===== config.mk =====
export PLATFORM = sky130hd
export DESIGN_NAME = fetch_ctrl_flat
export DESIGN_NICKNAME = d
export VERILOG_FILES = /design/src/rtl/fetch_ctrl_pkg.sv /design/src/rtl/fetch_ctrl_if.sv /design/src/rtl/fetch_fifo.sv /design/src/rtl/fetch_ctrl.sv /design/src/flat_wrapper.sv
export SDC_FILE = /design/constraint.sdc
export NUM_CORES = 1
export LEC_CHECK = 0
export CAP_MARGIN = 20
export CORE_UTILIZATION = 52
export CTS_BUF_LIST = sky130_fd_sc_hd__clkbuf_8 sky130_fd_sc_hd__clkbuf_16
export CTS_CLUSTER_DIAMETER = 40
export DETAILED_ROUTE_END_ITERATION = 8
export GPL_TIMING_DRIVEN = 0
export MAX_ROUTING_LAYER = met4
export PLACE_DENSITY_LB_ADDON = 0.12
export SETUP_SLACK_MARGIN = 0.1
export SLEW_MARGIN = 20
export SYNTH_ARGS = -nofsm -noshare
export SYNTH_HDL_FRONTEND = slang
export SYNTH_SLANG_ARGS = --single-unit
export TNS_END_PERCENT = 50

===== constraint.sdc =====
create_clock -name clk -period 18.7 [get_ports clk]
set_clock_uncertainty 0.1 [all_clocks]
set_input_delay 3.74 -clock clk [delete_from_list [all_inputs] [get_ports clk]]
set_output_delay 3.74 -clock clk [all_outputs]
set_load 0.03 [all_outputs]

===== src/rtl/fetch_ctrl_pkg.sv =====
// fetch_ctrl_pkg: shared fetch state, entry type and instruction size
package fetch_ctrl_pkg;
  localparam int RV_INST_BYTES = 4;
  typedef enum logic [1:0] {IDLE, WAIT, DRAIN} fetch_state_t;
  typedef struct packed {
    logic [31:0] pc;
    logic [31:0] inst;
  } fetch_entry_t;
endpackage


===== src/rtl/fetch_ctrl_if.sv =====
// fetch_ctrl_if: PC unit, instruction memory and decode-side signals of the fetch controller
interface fetch_ctrl_if #(
  parameter int ADDR_W = 32,
  parameter int DATA_W = 32,
  parameter int CNT_W  = 16
);
  logic [ADDR_W-1:0] pc_in;
  logic              pc_stall;
  logic              redirect_valid;
  logic              imem_req;
  logic [ADDR_W-1:0] imem_addr;
  logic              imem_ack;
  logic [DATA_W-1:0] imem_rdata;
  logic              inst_valid;
  logic [DATA_W-1:0] inst_data;
  logic [ADDR_W-1:0] inst_pc;
  logic              dec_ready;
  logic [CNT_W-1:0]  drop_cnt;
  modport master (
    input  pc_in, redirect_valid, imem_ack, imem_rdata, dec_ready,
    output pc_stall, imem_req, imem_addr, inst_valid, inst_data, inst_pc, drop_cnt
  );
  modport slave (
    output pc_in, redirect_valid, imem_ack, imem_rdata, dec_ready,
    input  pc_stall, imem_req, imem_addr, inst_valid, inst_data, inst_pc, drop_cnt
  );
endinterface


===== src/rtl/fetch_fifo.sv =====
// fetch_fifo: synchronous FIFO with flush, simultaneous push/pop and registered head
module fetch_fifo #(
  parameter int WIDTH = 64,
  parameter int DEPTH = 2,
  localparam int AW = $clog2(DEPTH),
  localparam int CW = AW + 1
) (
  input  logic             clk,
  input  logic             reset,
  input  logic             flush,
  input  logic             push,
  input  logic             pop,
  input  logic [WIDTH-1:0] push_data,
  output logic [CW-1:0]    count,
  output logic             valid,
  output logic [WIDTH-1:0] head
);
  logic [WIDTH-1:0] mem [DEPTH];
  logic [AW-1:0] rd_ptr, wr_ptr;
  assign valid = count != '0;
  assign head = mem[rd_ptr];
  always_ff @(posedge clk)
    if (reset || flush) begin
      rd_ptr <= '0;
      wr_ptr <= '0;
      count <= '0;
    end else begin
      if (push) begin
        mem[wr_ptr] <= push_data;
        wr_ptr <= wr_ptr + AW'(1);
      end
      if (pop) rd_ptr <= rd_ptr + AW'(1);
      count <= count + CW'(push) - CW'(pop);
    end
endmodule


===== src/rtl/fetch_ctrl.sv =====
// fetch_ctrl: one-outstanding-read fetch sequencer with stale-response drop and decode FIFO
module fetch_ctrl
  import fetch_ctrl_pkg::*;
#(
  parameter int ADDR_W    = 32,
  parameter int DATA_W    = 32,
  parameter int BUF_DEPTH = 2,
  parameter int CNT_W     = 16
) (
  input logic         clk,
  input logic         reset,
  fetch_ctrl_if.master bus
);
  localparam int CW = $clog2(BUF_DEPTH) + 1;
  fetch_state_t state;
  logic [CW-1:0] count;
  logic pop, push, room, drop;
  logic [ADDR_W+DATA_W-1:0] head;
  assign pop = bus.dec_ready & bus.inst_valid;
  assign room = count < CW'(BUF_DEPTH) | pop;
  assign push = state == WAIT & bus.imem_ack & !bus.redirect_valid;
  assign drop = bus.imem_ack & (state == DRAIN | (state == WAIT & bus.redirect_valid));
  // The PC unit stalls unless it must branch or a wanted fetch lands this cycle
  assign bus.pc_stall = !(bus.redirect_valid | (state == WAIT & bus.imem_ack));
  assign {bus.inst_pc, bus.inst_data} = head;
  fetch_fifo #(.WIDTH(ADDR_W + DATA_W), .DEPTH(BUF_DEPTH)) u_fifo (
    .clk(clk),
    .reset(reset),
    .flush(bus.redirect_valid),
    .push(push),
    .pop(pop),
    .push_data({bus.imem_addr, bus.imem_rdata}),
    .count(count),
    .valid(bus.inst_valid),
    .head(head)
  );
  always_ff @(posedge clk)
    if (reset) begin
      state <= IDLE;
      bus.imem_req <= 1'b0;
      bus.imem_addr <= '0;
      bus.drop_cnt <= '0;
    end else begin
      case (state)
        IDLE:
          if (room && !bus.redirect_valid) begin
            bus.imem_addr <= bus.pc_in;
            bus.imem_req <= 1'b1;
            state <= WAIT;
          end
        WAIT:
          if (bus.imem_ack) begin
            bus.imem_req <= 1'b0;
            state <= IDLE;
          end else if (bus.redirect_valid) state <= DRAIN;
        DRAIN:
          if (bus.imem_ack) begin
            bus.imem_req <= 1'b0;
            state <= IDLE;
          end
        default: state <= IDLE;
      endcase
      if (drop && !(&bus.drop_cnt)) bus.drop_cnt <= bus.drop_cnt + CNT_W'(1);
    end
endmodule


===== src/flat_wrapper.sv =====
// flat-port wrapper written by rule: the top's interface ports become plain ports
module fetch_ctrl_flat import fetch_ctrl_pkg::*;
#(
  parameter int ADDR_W    = 32,
  parameter int DATA_W    = 32,
  parameter int BUF_DEPTH = 2,
  parameter int CNT_W     = 16
)
  (clk, reset, bus_pc_in, bus_redirect_valid, bus_imem_ack, bus_imem_rdata, bus_dec_ready, bus_pc_stall, bus_imem_req, bus_imem_addr, bus_inst_valid, bus_inst_data, bus_inst_pc, bus_drop_cnt);
  fetch_ctrl_if #(.ADDR_W(ADDR_W), .DATA_W(DATA_W), .CNT_W(CNT_W)) bus_i ();
  input logic clk;
  input logic reset;
  input wire logic [$bits(bus_i.pc_in)-1:0] bus_pc_in;
  input wire logic [$bits(bus_i.redirect_valid)-1:0] bus_redirect_valid;
  input wire logic [$bits(bus_i.imem_ack)-1:0] bus_imem_ack;
  input wire logic [$bits(bus_i.imem_rdata)-1:0] bus_imem_rdata;
  input wire logic [$bits(bus_i.dec_ready)-1:0] bus_dec_ready;
  output wire logic [$bits(bus_i.pc_stall)-1:0] bus_pc_stall;
  output wire logic [$bits(bus_i.imem_req)-1:0] bus_imem_req;
  output wire logic [$bits(bus_i.imem_addr)-1:0] bus_imem_addr;
  output wire logic [$bits(bus_i.inst_valid)-1:0] bus_inst_valid;
  output wire logic [$bits(bus_i.inst_data)-1:0] bus_inst_data;
  output wire logic [$bits(bus_i.inst_pc)-1:0] bus_inst_pc;
  output wire logic [$bits(bus_i.drop_cnt)-1:0] bus_drop_cnt;
  assign bus_i.pc_in = bus_pc_in;
  assign bus_i.redirect_valid = bus_redirect_valid;
  assign bus_i.imem_ack = bus_imem_ack;
  assign bus_i.imem_rdata = bus_imem_rdata;
  assign bus_i.dec_ready = bus_dec_ready;
  assign bus_pc_stall = bus_i.pc_stall;
  assign bus_imem_req = bus_i.imem_req;
  assign bus_imem_addr = bus_i.imem_addr;
  assign bus_inst_valid = bus_i.inst_valid;
  assign bus_inst_data = bus_i.inst_data;
  assign bus_inst_pc = bus_i.inst_pc;
  assign bus_drop_cnt = bus_i.drop_cnt;
  fetch_ctrl #(.ADDR_W(ADDR_W), .DATA_W(DATA_W), .BUF_DEPTH(BUF_DEPTH), .CNT_W(CNT_W)) u_core (.clk(clk), .reset(reset), .bus(bus_i));
endmodule

# ---- After elaboration in Yosys (flattened, before gate mapping)
# Memories as Yosys holds them, arrays and structs flattened. A register that Yosys moved wholly into a read port is not among the register bits.
# Cells that the tools add are included.
dict set report totals {
  register_bits 55
  ramBits 128
  input_bits 69
  out_inout_bits 115
  wordCells 55
  n_memories 1
}
dict set report op_classes {
  addsub 5
  magnitude_cmp 1
  eq_ne 6
  mux 13
  bitwise_logic 8
  reduce_logical 14
}
# memory depth width read_ports rd_ports_with_merged_regs write_ports line_no
set mem_list {}
lappend mem_list {u_core.u_fifo.mem 2 64 1 1 1 fetch_fifo.sv:18} ;# logic [WIDTH-1:0] mem [DEPTH];
# operator count
set ops {}
lappend ops {{$add A16 B1 Y16 const B} 1}
lappend ops {{$reduce_and A16 Y1} 1}
lappend ops {{$mux W2} 4}
lappend ops {{$mux W1} 7}
lappend ops {{$pmux W2 S3} 1}
lappend ops {{$reduce_and A3 Y1} 2}
lappend ops {{$and A1 B1 Y1} 5}
lappend ops {{$ne A2 B1 Y1 const B} 2}
lappend ops {{$reduce_bool A2 Y1} 2}
lappend ops {{$logic_not A1 Y1} 3}
lappend ops {{$ne A3 B3 Y1 const B} 1}
lappend ops {{$or A1 B1 Y1} 3}
lappend ops {{$add A1 B1 Y1 const B} 2}
lappend ops {{$add A2 B1 Y2} 1}
lappend ops {{$eq A2 B1 Y1 const B} 1}
lappend ops {{$eq A2 B2 Y1 const B} 1}
lappend ops {{$logic_and A1 B1 Y1} 2}
lappend ops {{$logic_not A2 Y1} 1}
lappend ops {{$lt A2 B2 Y1 const B} 1}
lappend ops {{$ne A2 B2 Y1 const B} 1}
lappend ops {{$pmux W1 S2} 1}
lappend ops {{$reduce_and A2 Y1} 1}
lappend ops {{$reduce_or A2 Y1} 1}
lappend ops {{$sub A2 B1 Y2} 1}
lappend ops {{$logic_or A1 B1 Y1} 1}

# ---- Longest topological paths before layout
dict set report depth {
  ltp_word 6
  ltp_mapped 10
  mapped_depth_nobuf 10
}

# ---- By module
# A second synthesis with hierarchy kept.
dict set report unflattened {
  cells_unflattened 490
  area_unflattened_um2 7377.1
}
# module instances cells_each area_each_um2 seq_area_each_um2
set by_module_without_submodules {}
lappend by_module_without_submodules {fetch_fifo 1 220 5142.4 3943.8}
lappend by_module_without_submodules {fetch_ctrl 1 270 2234.6 1021.0}

# ---- Worst setup path after synthesis
# Ideal clock, no wire load.
dict set report synth_timing {
  path_type {input port to flip-flop}
  startpoint {input bus_redirect_valid}
  endpoint {memory u_core.u_fifo.mem[1][0], enable pin}
  setup_time_ns 0.666
  arrival_time_ns 10.625
  required_ns 17.934
  path_slack_ns 7.308
  cell_stages 2
  path_buffers 1
  path_cell_list {clkbuf_1 > nor4b_1}
}
dict set report synth_between {
  elab_chain_cells 5
  word_cells_on_any_way 6
  cone_classes {3 x mux; 1 x bitwise; 2 x reduce/logical}
}
# item line_no
set synth_lines {}
lappend synth_lines {{start: declaration} flat_wrapper.sv:14} ;# input wire logic [$bits(bus_i.redirect_valid)-1:0] bus_redirect_valid;
lappend synth_lines {{$logic_not A1 Y1} fetch_ctrl.sv:21} ;# assign push = state == WAIT & bus.imem_ack & !bus.redirect_valid;
lappend synth_lines {{$and A1 B1 Y1} fetch_ctrl.sv:21}
lappend synth_lines {{$mux W1} fetch_fifo.sv:28} ;# if (push) begin
lappend synth_lines {{$mux W1 *} fetch_fifo.sv:23} ;# if (reset || flush) begin
lappend synth_lines {{$mux W1 (not written as such) *} fetch_fifo.sv:29} ;# mem[wr_ptr] <= push_data;
lappend synth_lines {{end: declaration} fetch_fifo.sv:18}
# Mark *: on every way between the ends. The rest lies on a longest branch, timed or not.

# ---- Worst setup path in the final report
dict set report layout_timing {
  startpoint {input bus_redirect_valid}
  endpoint {output bus_pc_stall}
}
dict set report layout_between {
  elab_chain_cells 2
}
# item line_no
set layout_lines {}
lappend layout_lines {{$or A1 B1 Y1} fetch_ctrl.sv:24} ;# assign bus.pc_stall = !(bus.redirect_valid | (state == WAIT & bus.imem_ack));
lappend layout_lines {{$logic_not A1 Y1} fetch_ctrl.sv:24}
lappend layout_lines {{end: declaration} flat_wrapper.sv:18} ;# output wire logic [$bits(bus_i.pc_stall)-1:0] bus_pc_stall;
# Every way passes these cells.

==> results.py <==
metrics = {
    "status": {
        "status": "complete, no violations",
    },
    "layout": {
        "area_delta_synth_final_pct": 40.73,
        "fin_nets": 793,
        "num_antenna_cells": 0,
        "nFillCells": 859,
        "drive_above_1_share_pct": 18.66,
        "multiInputGateArea_sq_um": 1921,
        "regArea_sq_um": 4965,
    },
    "power": {
        "vdd_drop_max_mv": 0.06920,
        "seqPwrFrac_pct": 48.7,
        "p_int_uw": 725.8,
        "power_density_nw_per_um2": 94.88,
        "combPwrFrac_pct": 9.8,
        "p_leak_uw": 0.003396,
        "p_switching_uw": 208.6,
        "p_clk_share_pct": 41.6,
        "p_sw_share_pct": 22.33,
    },
    "die": {
        "core_area_sq_um": 13190,
        "design.portCount": 184,
        "die_w_um": 118.0,
        "dieArea_sq_um": 13930,
        "start_util_pct": 53.05,
        "rows": 42,
        "die_y_um": 118.0,
    },
    "yosys": {
        "synth-edff-count": 128,
        "ys.warnings.count": 0,
        "syn-cell-area_sq_um": 6998,
        "syn_inst": 491,
        "ys_seq_area_share_pct": 70.95,
        "synth_cell_types": 38,
        "synthFlopType": "edfxtp_1",
        "syn_area_per_cell_sq_um": 14.25,
        "syn-num-nets": 568,
        "ys_ff_latch": 184,
        "async_flop_share_pct": 0,
    },
    "critical_path": {
        "crit_top_cell": "clkdlybuf4s50_1",
        "cp_slowest_stage_delay_ps": 620,
        "worstPathArrival_ps": 5410,
        "crit_chain": "clkdlybuf4s50_1, clkbuf_1, a21oi_1, clkdlybuf4s50_1",
        "cp_data_required_time_ps": 14860,
        "crit_type": "input pin to output pin",
        "path_buf_inv": 3,
        "end_kind": "output pin",
        "start_kind": "input pin",
        "cpLargestDelayFamily": "buffers and inverters",
        "critPathSlowestCell": "clkdlybuf4s50_1",
        "crit_fanout": 10,
    },
    "place": {
        "port_buffers": 183,
        "gp_congestion": 0.8134,
        "dp.final_hpwl_um": 11180,
    },
    "clocking": {
        "cts-root-buf": "clkbuf_16",
        "cts_setup_buffers": 0,
        "ctsHoldBuffers": 0,
        "clk_latency_ps": 420,
        "numCtsBuffers": 17,
        "cts.clk_slew.worst_paths_ps": 60,
        "cts_tree": "yes",
        "clockBufferDepth": 2,
        "cts_resized": 0,
        "htree_levels": 4,
        "cts_sinks": 184,
    },
    "min_path": {
        "hp-class": "flop to flop",
    },
    "flow_run": {
        "maxCapViolCount": 0,
    },
    "timing": {
        "fmax_ghz": 0.1082,
        "finalCriticalPeriod_ps": 9246,
        "fin_setup_tns_ps": 0,
        "slew_viol_final": 0,
        "setup_violations": 0,
        "fin_crit_sh_pct": 49.45,
        "rsz0062_at_grt": "no",
        "whs_ps": 378.7,
        "hold_viol_final": 0,
        "worst_slew_margin_rel_pct": 41.97,
        "tightest_slew_ps": 863.3,
    },
    "global_route": {
        "grt_max_degree": 17,
        "grt_pass1_vias": 4911,
        "grt_use_total_pct": 24.50,
        "antenna_found_initial": 0,
        "grt_pass1_wl_um": 25270,
        "grt-ovfl-total": 0,
    },
    "drt": {
        "drt-wirelength-per-cell_um": 17.30,
        "drtPass1Iterations": 6,
        "num_vias": 4800,
        "drt-vias-per-instance": 5.304,
        "route.detailed.drc": 0,
        "postRouteAntennaNets": 0,
        "wl_um": 15660,
        "drtIter0Drc": 257,
    },
}
through the flow:
stage	instance area, sq um	utilization, %	std cells	setup slack [ps]	total power, uW
after floorplan	6998	-	491	7308	508.7
after global placement	9050	68.61	850	2776	551.2
after detailed placement	9199	69.74	873	9466	554.6
final	9848	74.66	905	9454	934.4
after CTS	9848	74.66	905	9450	938.9
after global routing	9848	74.66	905	9356	962.6
layer usage:
metal	global-route usage, %	routed length, um
met1	28.14	6421
met2	40.99	8046
met3	6.202	853
met4	9.936	335
met5	-	0
cells in the mapped netlist (4+ instances only):
| master | number | area (sq um) |
|---|---|---|
| nor3_1 | 5 | 25.02 |
| inv_1 | 6 | 22.52 |
| a21oi_1 | 50 | 250.2 |
| nor4_1 | 4 | 25.02 |
| dfxtp_1 | 56 | 1121 |
| buf_2 | 4 | 20.02 |
| edfxtp_1 | 128 | 3844 |
| mux2_2 | 66 | 743.2 |
| or4_1 | 10 | 75.07 |
| nand2_1 | 71 | 266.5 |
| nor2_1 | 5 | 18.77 |
| nand3_1 | 5 | 25.02 |
| o21ai_0 | 5 | 25.02 |
| nand4_1 | 5 | 31.28 |
| o31ai_1 | 10 | 75.07 |
| clkbuf_1 | 19 | 71.32 |
| ha_1 | 8 | 100.1 |
state kept, by name, indices dropped and copies added, names as in the netlist, named ones only:
register / cells
u_core.bus.drop_cnt: 16
u_core.bus.imem_addr: 32
u_core.bus.imem_req: 1
u_core.state: 2
u_core.u_fifo.count: 2
u_core.u_fifo.mem: 128
u_core.u_fifo.rd_ptr: 1
u_core.u_fifo.wr_ptr: 1
kinds of logic after synthesis:
| kind of cell | after synthesis | share of synthesized area [%] |
|---|---|---|
| buf+inv | 31 | 1.788 |
| mux | 66 | 10.62 |
| fa+ha+maj | 8 | 1.430 |
| simple gates | 128 | 9.154 |
| xor+xnor | 4 | 0.5007 |
| compound gates | 70 | 5.560 |
| flops | 184 | 70.95 |
worst paths after layout:
check / startpoint / endpoint / slack, ps / cells past startpoint
setup reg to reg: u_core.state[1]$_SDFFE_PP0P_ / u_core.u_fifo.mem[1][10]$_DFFE_PP_ / 15830 / 9
setup / recovery: bus_redirect_valid / bus_pc_stall / 9450 / 4
hold reg to reg: u_core.bus.imem_req$_SDFFE_PP0P_ / u_core.bus.imem_req$_SDFFE_PP0P_ / 380 / 2
hold / removal: u_core.bus.imem_req$_SDFFE_PP0P_ / u_core.bus.imem_req$_SDFFE_PP0P_ / 380 / 2
power groups by stage:
stage / registers [uW] / clock network [uW] / logic, uW
6_report: 455 / 388 / 91.2
3_3_place_gp: 464 / 0 / 87.7
5_1_grt: 456 / 409 / 97.8
3_5_place_dp: 464 / 0 / 91.0
2_1_floorplan: 475 / 0 / 33.3
4_1_cts: 455 / 392 / 92.0
tightest hold or removal path, stage by stage (launching register included):
cell	delay, ps
dfxtp_1	310
o31ai_1	60
a21oi_1	60
placed cells by master (no fill, tap or decap), drive strengths merged, types with 3 or more instances in the layout:
master,synthesis,layout
a21oi,50,50
and4,3,3
buf,6,29
bufinv,0,5
clkbuf,19,36
clkdlybuf4s50,0,183
clkinv,0,4
clkinvlp,0,4
dfxtp,56,56
edfxtp,128,128
ha,8,8
inv,6,8
mux2,66,66
nand2,71,71
nand3,6,6
nand4,5,5
nor2,5,5
nor2b,3,3
nor3,5,5
nor4,4,4
o21ai,5,5
o31ai,10,10
or3,3,3
or3b,3,3
or4,10,10
final cells by class:
cell class	instances	share of cell area (%)
buffer	25	1.042
clock buffer	17	4.320
clock inverter	15	2.274
inverter	6	0.2287
multi-input combinational	276	19.50
sequential	184	50.41
tap	176	2.236
timing repair buffer	206	19.98
(Power assumes the default switching activity.)
==> RTL change 1 (config.mk and constraints unchanged) <==
`DATA_W` is set to 32 in 3 places; all go to 48.
--- a/src/rtl/fetch_ctrl_if.sv
+++ b/src/rtl/fetch_ctrl_if.sv
@@ -3,3 +3,3 @@
   parameter int ADDR_W = 32,
-  parameter int DATA_W = 32,
+  parameter int DATA_W = 48,
   parameter int CNT_W  = 16
--- a/src/rtl/fetch_ctrl.sv
+++ b/src/rtl/fetch_ctrl.sv
@@ -5,3 +5,3 @@
   parameter int ADDR_W    = 32,
-  parameter int DATA_W    = 32,
+  parameter int DATA_W    = 48,
   parameter int BUF_DEPTH = 2,
--- a/src/flat_wrapper.sv
+++ b/src/flat_wrapper.sv
@@ -4,3 +4,3 @@
   parameter int ADDR_W    = 32,
-  parameter int DATA_W    = 32,
+  parameter int DATA_W    = 48,
   parameter int BUF_DEPTH = 2,
Ports: changed (resized bus_imem_rdata and bus_inst_data); port bits go from 184 to 216. No check against the original RTL was run, so the function may have changed too.
==> RTL change 1 against the original RTL <==
  * Power increased by 27%
  * Global-route usage decreased by 1.2 points
  * Routed wire length increased by 18%
  * Setup slack improved by 0.013 ns
  * Final cell count increased by 16%
  * Area after synthesis increased by 16%
  * Sequential cell count increased by 32
  * Fmax increased by 0.14%
  * Final area increased by 19%
  * First-iteration DRC count increased by 8.6%
  * Register-to-register slack got worse by 0.18 ns
  * Sequential power increased by 18%
  * Hold slack got worse by 0.0069 ns
  * Critical endpoint unchanged
  * Highest routed layer unchanged
==> RTL change 1: results (changes against the original RTL) <==
status finished clean (unchanged); beginning of the worst hold path u_core.bus.imem_addr[30]$_SDFFE_PP0P_ (was u_core.bus.imem_req$_SDFFE_PP0P_); clk_lat worst skew 0.52 ns (was 0.42 ns); Post-DP HPWL 13200 um (was 11200 um); Placed Area 10800 um2 (was 9200 um2); layout cell share with drive strength beyond 1 0.201 (was 0.187); Clock buf/inv share 0.0841 (was 0.0659); ranking of synthesized cells by area edfxtp_1, dfxtp_1, mux2_2 (unchanged); Reg area 5930 um2 (was 4960 um2); largest registers u_core.u_fifo.mem x160, u_core.bus.imem_addr x32, u_core.bus.drop_cnt x16 (was u_core.u_fifo.mem x128, u_core.bus.imem_addr x32, u_core.bus.drop_cnt x16); I/O Buffers 215 (was 183); CTS HTree Levels 1 (was 4); count of plain and timing-repair buffers 270 (was 231); fillers 972 (was 859); fin nets 908 (was 793); drt pass-1 iters 4 (was 6); EDFF count, synth 160 (was 128); area share of buffers outside the clock network 0.208 (was 0.210); sequential share of the synthesized area 0.727 (was 0.709); vias in the first global route 5528 (was 4911); largest net degree at the start of global routing 15 (was 17); Synth Cell Area 8150 um2 (was 7000 um2); Post-synth top cells edfxtp_1, mux2_2, nand2_1 (was edfxtp_1, nand2_1, mux2_2); Leak 4.06 nW (was 3.40 nW); syn_nets 634 (was 568); final instance area 11800 um2 (was 9850 um2); Worst Tran Pin Value 0.697 ns (was 0.863 ns); Worst R2R Setup Slack 15.65 ns (was 15.83 ns); Fmax 108 MHz (about the same); Reg2Reg Capture Point u_core.u_fifo.mem[1][45]$_DFFE_PP_ (was u_core.u_fifo.mem[1][10]$_DFFE_PP_); data arrival time of the worst path 5.39 ns (was 5.41 ns); Seq cells 216 (was 184); Multi-input comb cells 292 (was 276); routed via count 5434 (was 4800)
[RTL change 1: per-layer routing]
layer  global-route usage  vias up  routed length, um
met5                    -        -                  0
met4               0.0840        0                448
met3               0.0557       37               1430
met2                0.406      194               9570
met1                0.262     2626               7010
li1                     -     2577                  -
[RTL change 1: logic make-up after synthesis]
| family | after synthesis | synth area share |
|---|---|---|
| multiplexers | 82 | 0.113 |
| flip-flops | 216 | 0.727 |
| AND/OR/NAND/NOR | 127 | 0.0782 |
| AO/OA/AOI/OAI | 71 | 0.0487 |
| buffers and inverters | 33 | 0.0160 |
| adder cells (fa/ha/maj) | 8 | 0.0123 |
| XOR/XNOR | 4 | 0.00430 |
[RTL change 1: critical path, delay by kind of cell]
family	cells	cell delay, ns
AO/OA/AOI/OAI	1	0.08
buffers and inverters	3	1.58
[RTL change 1: where the power goes]
part	leakage (nW)	total (mW)	switching, mW	internal, mW
combinational	1.66	0.0996	0.0539	0.0457
sequential	1.92	0.535	0.00747	0.527
clock	0.482	0.549	0.198	0.352
==> RTL change 2 (config.mk and constraints unchanged) <==
Made on the original files. Make the reset (`reset`) asynchronous in one clocked block.
--- a/src/rtl/fetch_ctrl.sv
+++ b/src/rtl/fetch_ctrl.sv
@@ -36,3 +36,3 @@
   );
-  always_ff @(posedge clk)
+  always_ff @(posedge clk or posedge reset)
     if (reset) begin
Behaviour: differs if reset is asserted again (counterexample within 4 cycles, from zero or initial values and one cycle with reset high); with reset held inactive, the same outputs for 4 cycles.
==> RTL change 2 against the original RTL <==
  * Area after synthesis increased by 0.63%
  * Setup slack worse by 0.016 ns
  * Core utilization down 0.41 points
  * Sequential cell count unchanged
  * Sequential share of layout area up 2.7 points
  * Fmax shrank 0.17%
  * Routed wire length shrank 9.3%
  * Final area is 0.15% lower
  * Critical endpoint unchanged
Power is not compared: it rests on default switching activity, and its combinational part moved more than twofold at a synthesized area within 25%.
==> RTL change 2: results (changes against the original RTL) <==
Antenna Cells 0 (unchanged); ys async rst share 0.277 (was 0); Root Buffer Master clkbuf_16 (unchanged); routability cong. 0.818 (was 0.813); adder-cell share of the synthesized area 0.0107 (was 0.0143); fin nets 689 (was 793); routed wire length per instance 17.7 um (was 17.3 um); ranking of synthesized cells by area edfxtp_1, dfrtp_1, mux2_2 (was edfxtp_1, dfxtp_1, mux2_2); beginning of the worst hold path u_core.bus.imem_addr[11]$_DFFE_PP0P_ (was u_core.bus.imem_req$_SDFFE_PP0P_); Crit. Startpoint bus_redirect_valid (unchanged); post-synthesis compound-gate area fraction 0.0105 (was 0.0556); Yosys cell types 36 (was 38); Worst R2R Setup Slack 15.71 ns (was 15.83 ns); Clock Tree Buf Depth 2 (unchanged); hold endpoint u_core.u_fifo.mem[1][43]$_DFFE_PP_ (was u_core.bus.imem_req$_SDFFE_PP0P_); Leak 3.63 nW; vias in the first global route 4255 (was 4911); total global-route track usage 0.221 (was 0.245); worst r2r src u_core.state[1]$_DFFE_PP0P_ (was u_core.state[1]$_SDFFE_PP0P_); mux share of post-synthesis cell area 0.158 (was 0.106); Worst Tran Pin Value 0.708 ns (was 0.863 ns); slowest CP cell clkdlybuf4s50_1 (unchanged); largest net degree at the start of global routing 53 (was 17); postcts setup bufs 0 (unchanged); reg2reg path depth 8 (was 9); drt pass-1 iters 4 (was 6); worst setup margin 9.44 ns (was 9.45 ns); dpl ws 9.45 ns (was 9.47 ns); routed via count 4148 (was 4800); switching share of power 0.299; sequential share of the synthesized area 0.741 (was 0.709); Post-synth top cells edfxtp_1, mux2_2, dfrtp_1 (was edfxtp_1, nand2_1, mux2_2); Worst Hold Path Cells 0 (was 2); DRT iter0 DRCs 254 (was 257); Seq. pwr 564 uW; status finished clean (unchanged); layout cell share with drive strength beyond 1 0.256 (was 0.187); Post-DP HPWL 10000 um (was 11200 um); data arrival time of the worst path 5.42 ns (was 5.41 ns); xor/xnor cell area share of the yosys netlist 0.0211 (was 0.00501); first-pass GRT wire length 22400 um (was 25300 um); final hold slack 0.394 ns (was 0.379 ns); Reg2Reg Capture Point u_core.u_fifo.mem[1][15]$_DFFE_PP_ (was u_core.u_fifo.mem[1][10]$_DFFE_PP_); syn_nets 465 (was 568); Largest stage delay, worst path 0.70 ns (was 0.62 ns)
RTL change 2: cell types whose count changed after synthesis, sizes merged, moves of 12 or more:
cell,change
xor2,+12
a21oi,-45
nand2,-63
dfrtp,+51
dfxtp,-51
mux2,+33
RTL change 2: metrics by stage:
stage               utilization  std cells  cell area [um2]  power [mW]
finish                    0.743        802             9830        1.28
global route              0.743        802             9830        1.33
CTS                       0.743        802             9830        1.29
detailed placement        0.698        771             9240       0.932
global placement          0.687        749             9090       0.917
floorplan                     -        390             7040       0.770
RTL change 2: area by class of cell:
class	count	area, um2
inverters	8	32.5
repair buffers	205	1970
well taps	176	220
clock buffers	17	425
flip-flops and latches	184	5220
plain buffers	12	48.8
multi-input cells	186	1760
fillers	832	3410
clock inverters	14	164
RTL change 2: per-layer routing:
metal  vias up  track usage  wire length, um
li1       1930            -                -
met1      2063        0.261             5850
met2       129        0.362             7240
met3        26       0.0589              796
met4         0       0.0910              326
met5         -            -                0
